## config.mk

```make
export PLATFORM = sky130hd
export DESIGN_NAME = serial_addsub_nbit
export DESIGN_NICKNAME = d
export VERILOG_FILES = /design/src/rtl/serial_addsub_nbit.sv
export SDC_FILE = /design/constraint.sdc
export NUM_CORES = 1
export LEC_CHECK = 0
export CAP_MARGIN = 20
export CORE_AREA = 8 8 50 52
export CTS_CLUSTER_SIZE = 24
export DETAILED_ROUTE_END_ITERATION = 10
export DIE_AREA = 0 0 58 60
export GPL_TIMING_DRIVEN = 1
export PLACE_DENSITY = 0.73
export SETUP_SLACK_MARGIN = 0.4
export SYNTH_ARGS = -nofsm -noshare
export SYNTH_HDL_FRONTEND = slang
export SYNTH_SLANG_ARGS = --single-unit
```

## constraint.sdc

```tcl
create_clock -name clock -period 1.6 [get_ports clock]
set_clock_uncertainty 0.15 [all_clocks]
set_input_delay 0.32 -clock clock [delete_from_list [all_inputs] [get_ports clock]]
set_output_delay 0.32 -clock clock [all_outputs]
set_load 0.02 [all_outputs]
```

## src/rtl/serial_addsub_nbit.sv

```systemverilog
// Bit-serial N-bit adder/subtractor: one full adder and a carry flop walk the
// operands LSB-first through two right-shift registers, one bit per clock.
//
// state | meaning
// IDLE  | waiting for start; last result/cout/overflow held
// RUN   | one operand bit processed per edge
// DONE  | one-cycle done pulse, outputs valid
module serial_addsub_nbit #(
  parameter int N = 4
) (
  input  logic         clock,
  input  logic         clear,
  input  logic         start,
  input  logic         sub,
  input  logic [N-1:0] a,
  input  logic [N-1:0] b,
  output logic         busy,
  output logic         done,
  output logic [N-1:0] result,
  output logic         cout,
  output logic         overflow
);

  localparam int CW = $clog2(N) + 1;

  typedef enum logic [1:0] {
    IDLE = 2'd0,
    RUN  = 2'd1,
    DONE = 2'd2
  } state_t;

  state_t          state_q, state_d;
  logic [N-1:0]    acc_q, acc_d;
  logic [N-1:0]    add_q, add_d;
  logic            carry_q, carry_d;
  logic            cmsb_q, cmsb_d;
  logic [CW-1:0]   cnt_q, cnt_d;
  logic [1:0]      fa_sum;

  assign fa_sum = {1'b0, acc_q[0]} + {1'b0, add_q[0]} + {1'b0, carry_q};

  always_ff @(posedge clock or posedge clear) begin
    if (clear) begin
      state_q <= IDLE;
      acc_q   <= '0;
      add_q   <= '0;
      carry_q <= 1'b0;
      cmsb_q  <= 1'b0;
      cnt_q   <= '0;
    end else begin
      state_q <= state_d;
      acc_q   <= acc_d;
      add_q   <= add_d;
      carry_q <= carry_d;
      cmsb_q  <= cmsb_d;
      cnt_q   <= cnt_d;
    end
  end

  always_comb begin
    state_d = state_q;
    acc_d   = acc_q;
    add_d   = add_q;
    carry_d = carry_q;
    cmsb_d  = cmsb_q;
    cnt_d   = cnt_q;
    unique case (state_q)
      IDLE: begin
        if (start) begin
          // Subtraction as a + ~b + 1: the +1 enters through the initial carry.
          acc_d   = a;
          add_d   = sub ? ~b : b;
          carry_d = sub;
          cnt_d   = '0;
          state_d = RUN;
        end
      end
      RUN: begin
        acc_d   = {fa_sum[0], acc_q[N-1:1]};
        add_d   = {1'b0, add_q[N-1:1]};
        carry_d = fa_sum[1];
        cnt_d   = cnt_q + 1'b1;
        if (cnt_q == CW'(N - 1)) begin
          cmsb_d  = carry_q;
          state_d = DONE;
        end
      end
      DONE: state_d = IDLE;
      default: state_d = IDLE;
    endcase
  end

  assign busy     = (state_q == RUN);
  assign done     = (state_q == DONE);
  assign result   = acc_q;
  assign cout     = carry_q;
  assign overflow = cmsb_q ^ carry_q;

endmodule

```

==> metrics.txt, run 1 <==
worst path required time 1.13 ns; first-pass GRT wire length 3201 um; hold buffer count at CTS 0; FF-to-FF path depth 4; min Tclk post-route 1.526 ns; Syn Inst Count 69; most used cell, CP buf_6; Worst path slowest cell dfrtp_1; CTS tree yes; Die Height 60 um; CORE AREA 1802 sq um; kind of critical path flop to output pin; worst-path fanout max 3; FF-to-FF End result[3]; max-slew violations 0; Net Sw Frac 38.25%; Detail Route Antenna Nets 0; clock share of power 9.4%; row cnt 16; M2 GR Usage 20.38%; combinational fraction of design power 60.9%; Synth Area per Inst 10.88 sq um; final hold vios 0; count of state elements after synthesis 15; met1 GRT Util 13.28%; most instantiated cells after synthesis dfrtp_1, nand2_1, o21ai_0; clock root buffer clkbuf_4; status finished, final reports clean; multi-input logic area 410.4 sq um; drt via density 5.203; Synthesized Nets 84; Sequential Area 379.1 sq um; drt total wl 2057 um; worst-margin pin slew 0.2680 ns; register-to-register setup slack 0.11 ns; global route hottest layer met2; DP Area 1036 sq um; setup ws final 0.07354 ns; Sink Count 15; pre-CTS setup slack -0.1495 ns; Seq pwr share 29.7%; antenna violations before repair 0; die area 3480 sq um; Critical path buffers and inverters 2; EDFF count, synth 0; Power Density 1855 nW/um^2; Filler Cell Count 123; die width 58 um; Critical Path Sink Type output pin; GRT Util Overall 12.09%; grt met3 use 2.366%; register area share after synthesis 50.00%; gpl congestion 0.7681; fin crit share 95.40%; Pint 1.424 mW; Synth top area share 50.00%; largest net degree at the start of global routing 16; Startpoint Class flop; Cell variety after synth 21; Pre-antenna DRT Iters 4; Peak VDD IR 0.9282 mV; most used flip-flop cell after synthesis dfrtp_1; highest clock rate 655.1 MHz; I/O Pins 20; Clock transition at path regs 0.08 ns; CP peak stage delay 0.41 ns; Pleak 0.5889 nW; Post-Syn Area 750.7 sq um; setup_tns 0 ns; Layout area overhead 65.67%; share of cells above drive strength 1 45.45%; Clock Tree Buf Depth 2; clock latency on the worst-skew pair 0.28 ns; number of warnings issued by yosys 0; delay-heaviest family, CP flip-flops; RSZ-0062 raised after global routing true; I/O Buffers 19; Max H-tree Level 1; CP cell instances buf_6 -> nor2b_4 -> buf_6; vias in the first global route 700; n_diodes 0; critical path arrival 1.06 ns; Nets 126; violation count after the first detailed-route iteration 21; Initial Utilization 41.67%; setup violators final 0; dpl hpwl 1287 um; Inst Count DP 114; Layout Cells excl Fill 128; design area 1244 sq um; Slew Limit Headroom 82.08%; Avg WL per Cell 16.07 um; Hold Crit Class primary input to async pin; asr flop ratio synth 100.0%; Max-cap violations 0; Synth area leaders dfrtp_1, and3b_1, xor2_1; global route total overflow 0; top-count cell post-synth dfrtp_1; via count of the routed design 666; # DRC 0; reg2reg start cout; cts bufs inserted 3; cell taking the most area after synthesis dfrtp_1; Switch Pwr 882.3 uW
routing by layer:
| layer | part of all wire (%) | vias to the layer above | wire length, um |
|---|---|---|---|
| met3 | 6.9 | 3 | 141 |
| met4 | 1.6 | 0 | 33 |
| met2 | 49 | 25 | 1009 |
| met1 | 42 | 313 | 874 |
| met5 | 0 | - | 0 |
| li1 | - | 325 | - |
worst reg2reg max path: stages, from the launching register on:
cell,delay [ns]
dfrtp_2,0.44
buf_6,0.13
fa_2,0.52
a22oi_2,0.07
o21ai_1,0.11
timing repair:
action / 4_1_cts / 5_1_grt
endpoints found under the setup margin: 22 / 22
setup buffers: 8 / 2
gates resized for setup: 70 / 8
pin swaps: 4 / 8
layout make-up:
class,instances,area share (%)
Clock buffer,4,2.113
Inverter,4,1.207
Multi-Input combinational cell,46,33.00
Sequential cell,15,30.48
Tap cell,18,1.811
Timing Repair Buffer,41,31.39
logic make-up after synthesis:
| kind of cell | after synthesis | synth area share, % |
|---|---|---|
| AO/OA/AOI/OAI | 19 | 17.50 |
| AND/OR/NAND/NOR | 18 | 13.83 |
| flip-flops | 15 | 50.00 |
| buffers and inverters | 8 | 5.332 |
| XOR/XNOR | 5 | 5.833 |
| adder cells (fa/ha/maj) | 3 | 6.000 |
| multiplexers | 1 | 1.500 |
power groups by stage:
stage	Combinational, mW	Clock [mW]	Sequential (mW)
detailed placement	1.02	0	0.666
global placement	0.988	0	0.664
floorplan	0.517	0	0.730
global route	1.52	0.238	0.706
finish	1.40	0.216	0.685
CTS	1.30	0.226	0.671
flip-flops by register name (all words and copies together) (netlist names):
register	cells
state_q	2
add_q	4
result	4
cnt_q	3
cmsb_q	1
cout	1
placed cells by master, fill, tap and decap left out, types with 2 or more instances in the layout:
master           count
a21oi_1              3
a221o_1              3
a22o_1               2
a22oi_1              2
and3b_1              5
buf_4               16
buf_6               13
clkbuf_4             3
clkdlybuf4s50_1     10
dfrtp_1             12
dfrtp_2              3
inv_1                2
inv_2                2
nand2_1              7
nor2b_4              2
o21ai_1              5
xor2_1               5
through the flow:
stage	hold slack, ns	utilization [%]	power, mW
6_report	0.1843	69.03	2.307
5_1_grt	0.2202	69.03	2.460
4_1_cts	0.1838	66.25	2.197
3_5_place_dp	0.3251	57.50	1.686
3_3_place_gp	0.3183	57.50	1.652
2_1_floorplan	0.07134	-	1.247
worst max-delay path by stage:
stage	startpoint	to	slack (ns)	cells after the start
6_report	state_q[1]	done	0.07	3
5_1_grt	state_q[0]	cnt_q[0]	0.04	6
4_1_cts	state_q[1]	done	0.07	3
3_5_place_dp	start	add_q[3]	-0.15	3
3_3_place_gp	start	add_q[3]	-0.09	3
2_1_floorplan	cout	result[3]	0.19	3
Power figures use the tool's default switching activity.
==> run 2, diff against run 1 <==
--- a/config.mk
+++ b/config.mk
@@ -6,10 +6,10 @@
 export NUM_CORES = 1
 export LEC_CHECK = 0
 export CAP_MARGIN = 20
-export CORE_AREA = 8 8 50 52
+export CORE_AREA = 2 2 44 46
 export CTS_CLUSTER_SIZE = 24
 export DETAILED_ROUTE_END_ITERATION = 10
-export DIE_AREA = 0 0 58 60
+export DIE_AREA = 0 0 46 48
 export GPL_TIMING_DRIVEN = 1
 export PLACE_DENSITY = 0.73
 export SETUP_SLACK_MARGIN = 0.4
==> metrics.txt, run 2 (synthesis results as in run 1) <==
register-to-register setup slack 0.09 ns (was 0.11 ns); setup_tns 0 ns (unchanged); Avg WL per Cell 15.08 um (was 16.07 um); fin crit share 95.68% (was 95.40%); via count of the routed design 696 (was 666); critical path arrival 1.06 ns (about the same); Seq pwr share 28.4% (was 29.7%); GRT Util Overall 19.64% (was 12.09%); min Tclk post-route 1.531 ns (was 1.526 ns); RSZ-0062 raised after global routing true (unchanged); Detail Route Antenna Nets 0 (unchanged); Peak VDD IR 1.143 mV (was 0.9282 mV); worst-path fanout max 3 (unchanged); Pre-antenna DRT Iters 6 (was 4); FF-to-FF path depth 5 (was 4); Power Density 1893 nW/um^2 (was 1855 nW/um^2); Pleak 0.6108 nW (was 0.5889 nW); hold buffer count at CTS 0 (unchanged); most used cell, CP buf_6 (unchanged); Pint 1.510 mW (was 1.424 mW); drt total wl 1961 um (was 2057 um); row cnt 15 (was 16); # DRC 0 (unchanged); Startpoint Class flop (unchanged); Layout area overhead 69.67% (was 65.67%); Critical path buffers and inverters 2 (unchanged); Hold Crit Class primary input to async pin (unchanged); Clock Tree Buf Depth 2 (unchanged); share of cells above drive strength 1 48.67% (was 45.45%); n_diodes 0 (unchanged); drt via density 5.354 (was 5.203); PnR Total Power 2.411 mW (was 2.307 mW); CP peak stage delay 0.40 ns (was 0.41 ns); Switch Pwr 900.7 uW (was 882.3 uW); I/O Pins 20 (unchanged); Worst path slowest cell dfrtp_1 (unchanged); violation count after the first detailed-route iteration 12 (was 21); CTS tree yes (unchanged); Initial Utilization 44.44% (was 41.67%); highest clock rate 653.2 MHz (was 655.1 MHz); CORE AREA 1689 sq um (was 1802 sq um); commonest non-fill, non-tap cell in the layout buf_4 (unchanged); Sink Count 15 (unchanged); max-slew violations 0 (unchanged); Crit. Startpoint state_q[1] (unchanged); final hold vios 0 (unchanged); worst path required time 1.13 ns (about the same); Net Sw Frac 37.36% (was 38.25%); clock latency on the worst-skew pair 0.28 ns (about the same); Die Height 48 um (was 60 um); clock root buffer clkbuf_4 (unchanged); Critical Path Stages 3 (unchanged); die area 2208 sq um (was 3480 sq um); Max H-tree Level 1 (unchanged); Layout Cells excl Fill 130 (was 128); largest net degree at the start of global routing 16 (unchanged); dpl hpwl 1184 um (was 1287 um); I/O Buffers 19 (unchanged); reg2reg start cnt_q[0] (was cout); Critical Path Sink Type output pin (unchanged); Inst Count DP 113 (was 114); setup violators final 0 (unchanged); clock share of power 9.0% (was 9.4%); vias in the first global route 664 (was 700); worst-margin pin slew 0.2497 ns (was 0.2680 ns); antenna violations before repair 0 (unchanged); most frequent cells in the layout buf_4, buf_6, dfrtp_1 (unchanged); kind of critical path flop to output pin (unchanged); status finished, final reports clean (unchanged); Slew Limit Headroom 83.30% (was 82.08%); design area 1274 sq um (was 1244 sq um); first-pass GRT wire length 3015 um (was 3201 um); combinational fraction of design power 62.6% (was 60.9%); Max-cap violations 0 (unchanged); cts bufs inserted 3 (unchanged); Clock transition at path regs 0.09 ns (was 0.08 ns); DP Area 1035 sq um (was 1036 sq um); Setup crit end done (unchanged); gpl congestion 0.7586 (was 0.7681); Nets 129 (was 126); die width 46 um (was 58 um); delay-heaviest family, CP flip-flops (unchanged); FF-to-FF End cmsb_q (was result[3]); global route total overflow 0 (unchanged); CP cell instances buf_6 -> nor2b_4 -> buf_6 (unchanged); Filler Cell Count 107 (was 123)
-- run 2: changes by cell type in the layout (fill, tap and decap cells not counted), sizes merged --
| cell | delta |
|---|---|
| dlygate4sd2 | -1 |
| clkdlybuf4s50 | +1 |
| clkbuf | +1 |
| buf | +2 |
-- run 2: worst min-delay path by stage --
stage / start / cells after the start / end
after floorplan: clear / 1 / add_q[0]
final: clear / 3 / state_q[1]
after detailed placement: add_q[3] / 1 / add_q[3]
after CTS: clear / 3 / state_q[1]
after global routing: clear / 3 / state_q[1]
after global placement: cnt_q[2] / 2 / cnt_q[2]
-- run 2: routing by layer --
layer | wire length [um] | GRT usage (%) | up-vias
li1 | - | - | 328
met4 | 58 | 11.43 | 0
met3 | 132 | 4.528 | 8
met5 | 0 | 0 | -
met2 | 978 | 31.94 | 34
met1 | 792 | 23.83 | 326
-- run 2: timing repair --
item,4_1_cts,5_1_grt
gates cloned,0,1
resized for setup,63,15
setup endpoints to repair,22,23
setup buffers,8,4
pin swaps,6,3
-- run 2: through the flow --
step	setup slack (ns)	hold slack (ns)	utilization [%]
floorplan	0.1941	0.07134	-
global placement	-0.09520	0.3203	61.26
detailed placement	-0.1459	0.3291	61.26
CTS	0.09977	0.1960	69.85
global route	0.001721	0.2275	75.41
finish	0.06916	0.1841	75.41
-- run 2: area by class of cell --
cell class	count	area (sq um)	area share (%)
repair buffers	44	435.4	34.18
multi-input cells	46	396.6	31.14
flip-flops and latches	15	379.1	29.76
clock buffers	4	26.28	2.063
well taps	17	21.27	1.670
inverters	4	15.01	1.179
-- run 2: power by group through the flow --
| stage | sequential, mW | clock (mW) | combinational [mW] |
|---|---|---|---|
| after floorplan | 0.730 | 0 | 0.517 |
| after global placement | 0.665 | 0 | 0.998 |
| after CTS | 0.672 | 0.216 | 1.27 |
| after global routing | 0.703 | 0.238 | 1.62 |
| final | 0.683 | 0.217 | 1.51 |
| after detailed placement | 0.663 | 0 | 1.03 |
-- run 2: worst register-to-register path, stage by stage, from the launching register on --
cell and delay [ns]:
dfrtp_1 0.40, ha_2 0.19, ha_1 0.15, inv_2 0.05
nor2_2 0.12, mux2_2 0.35
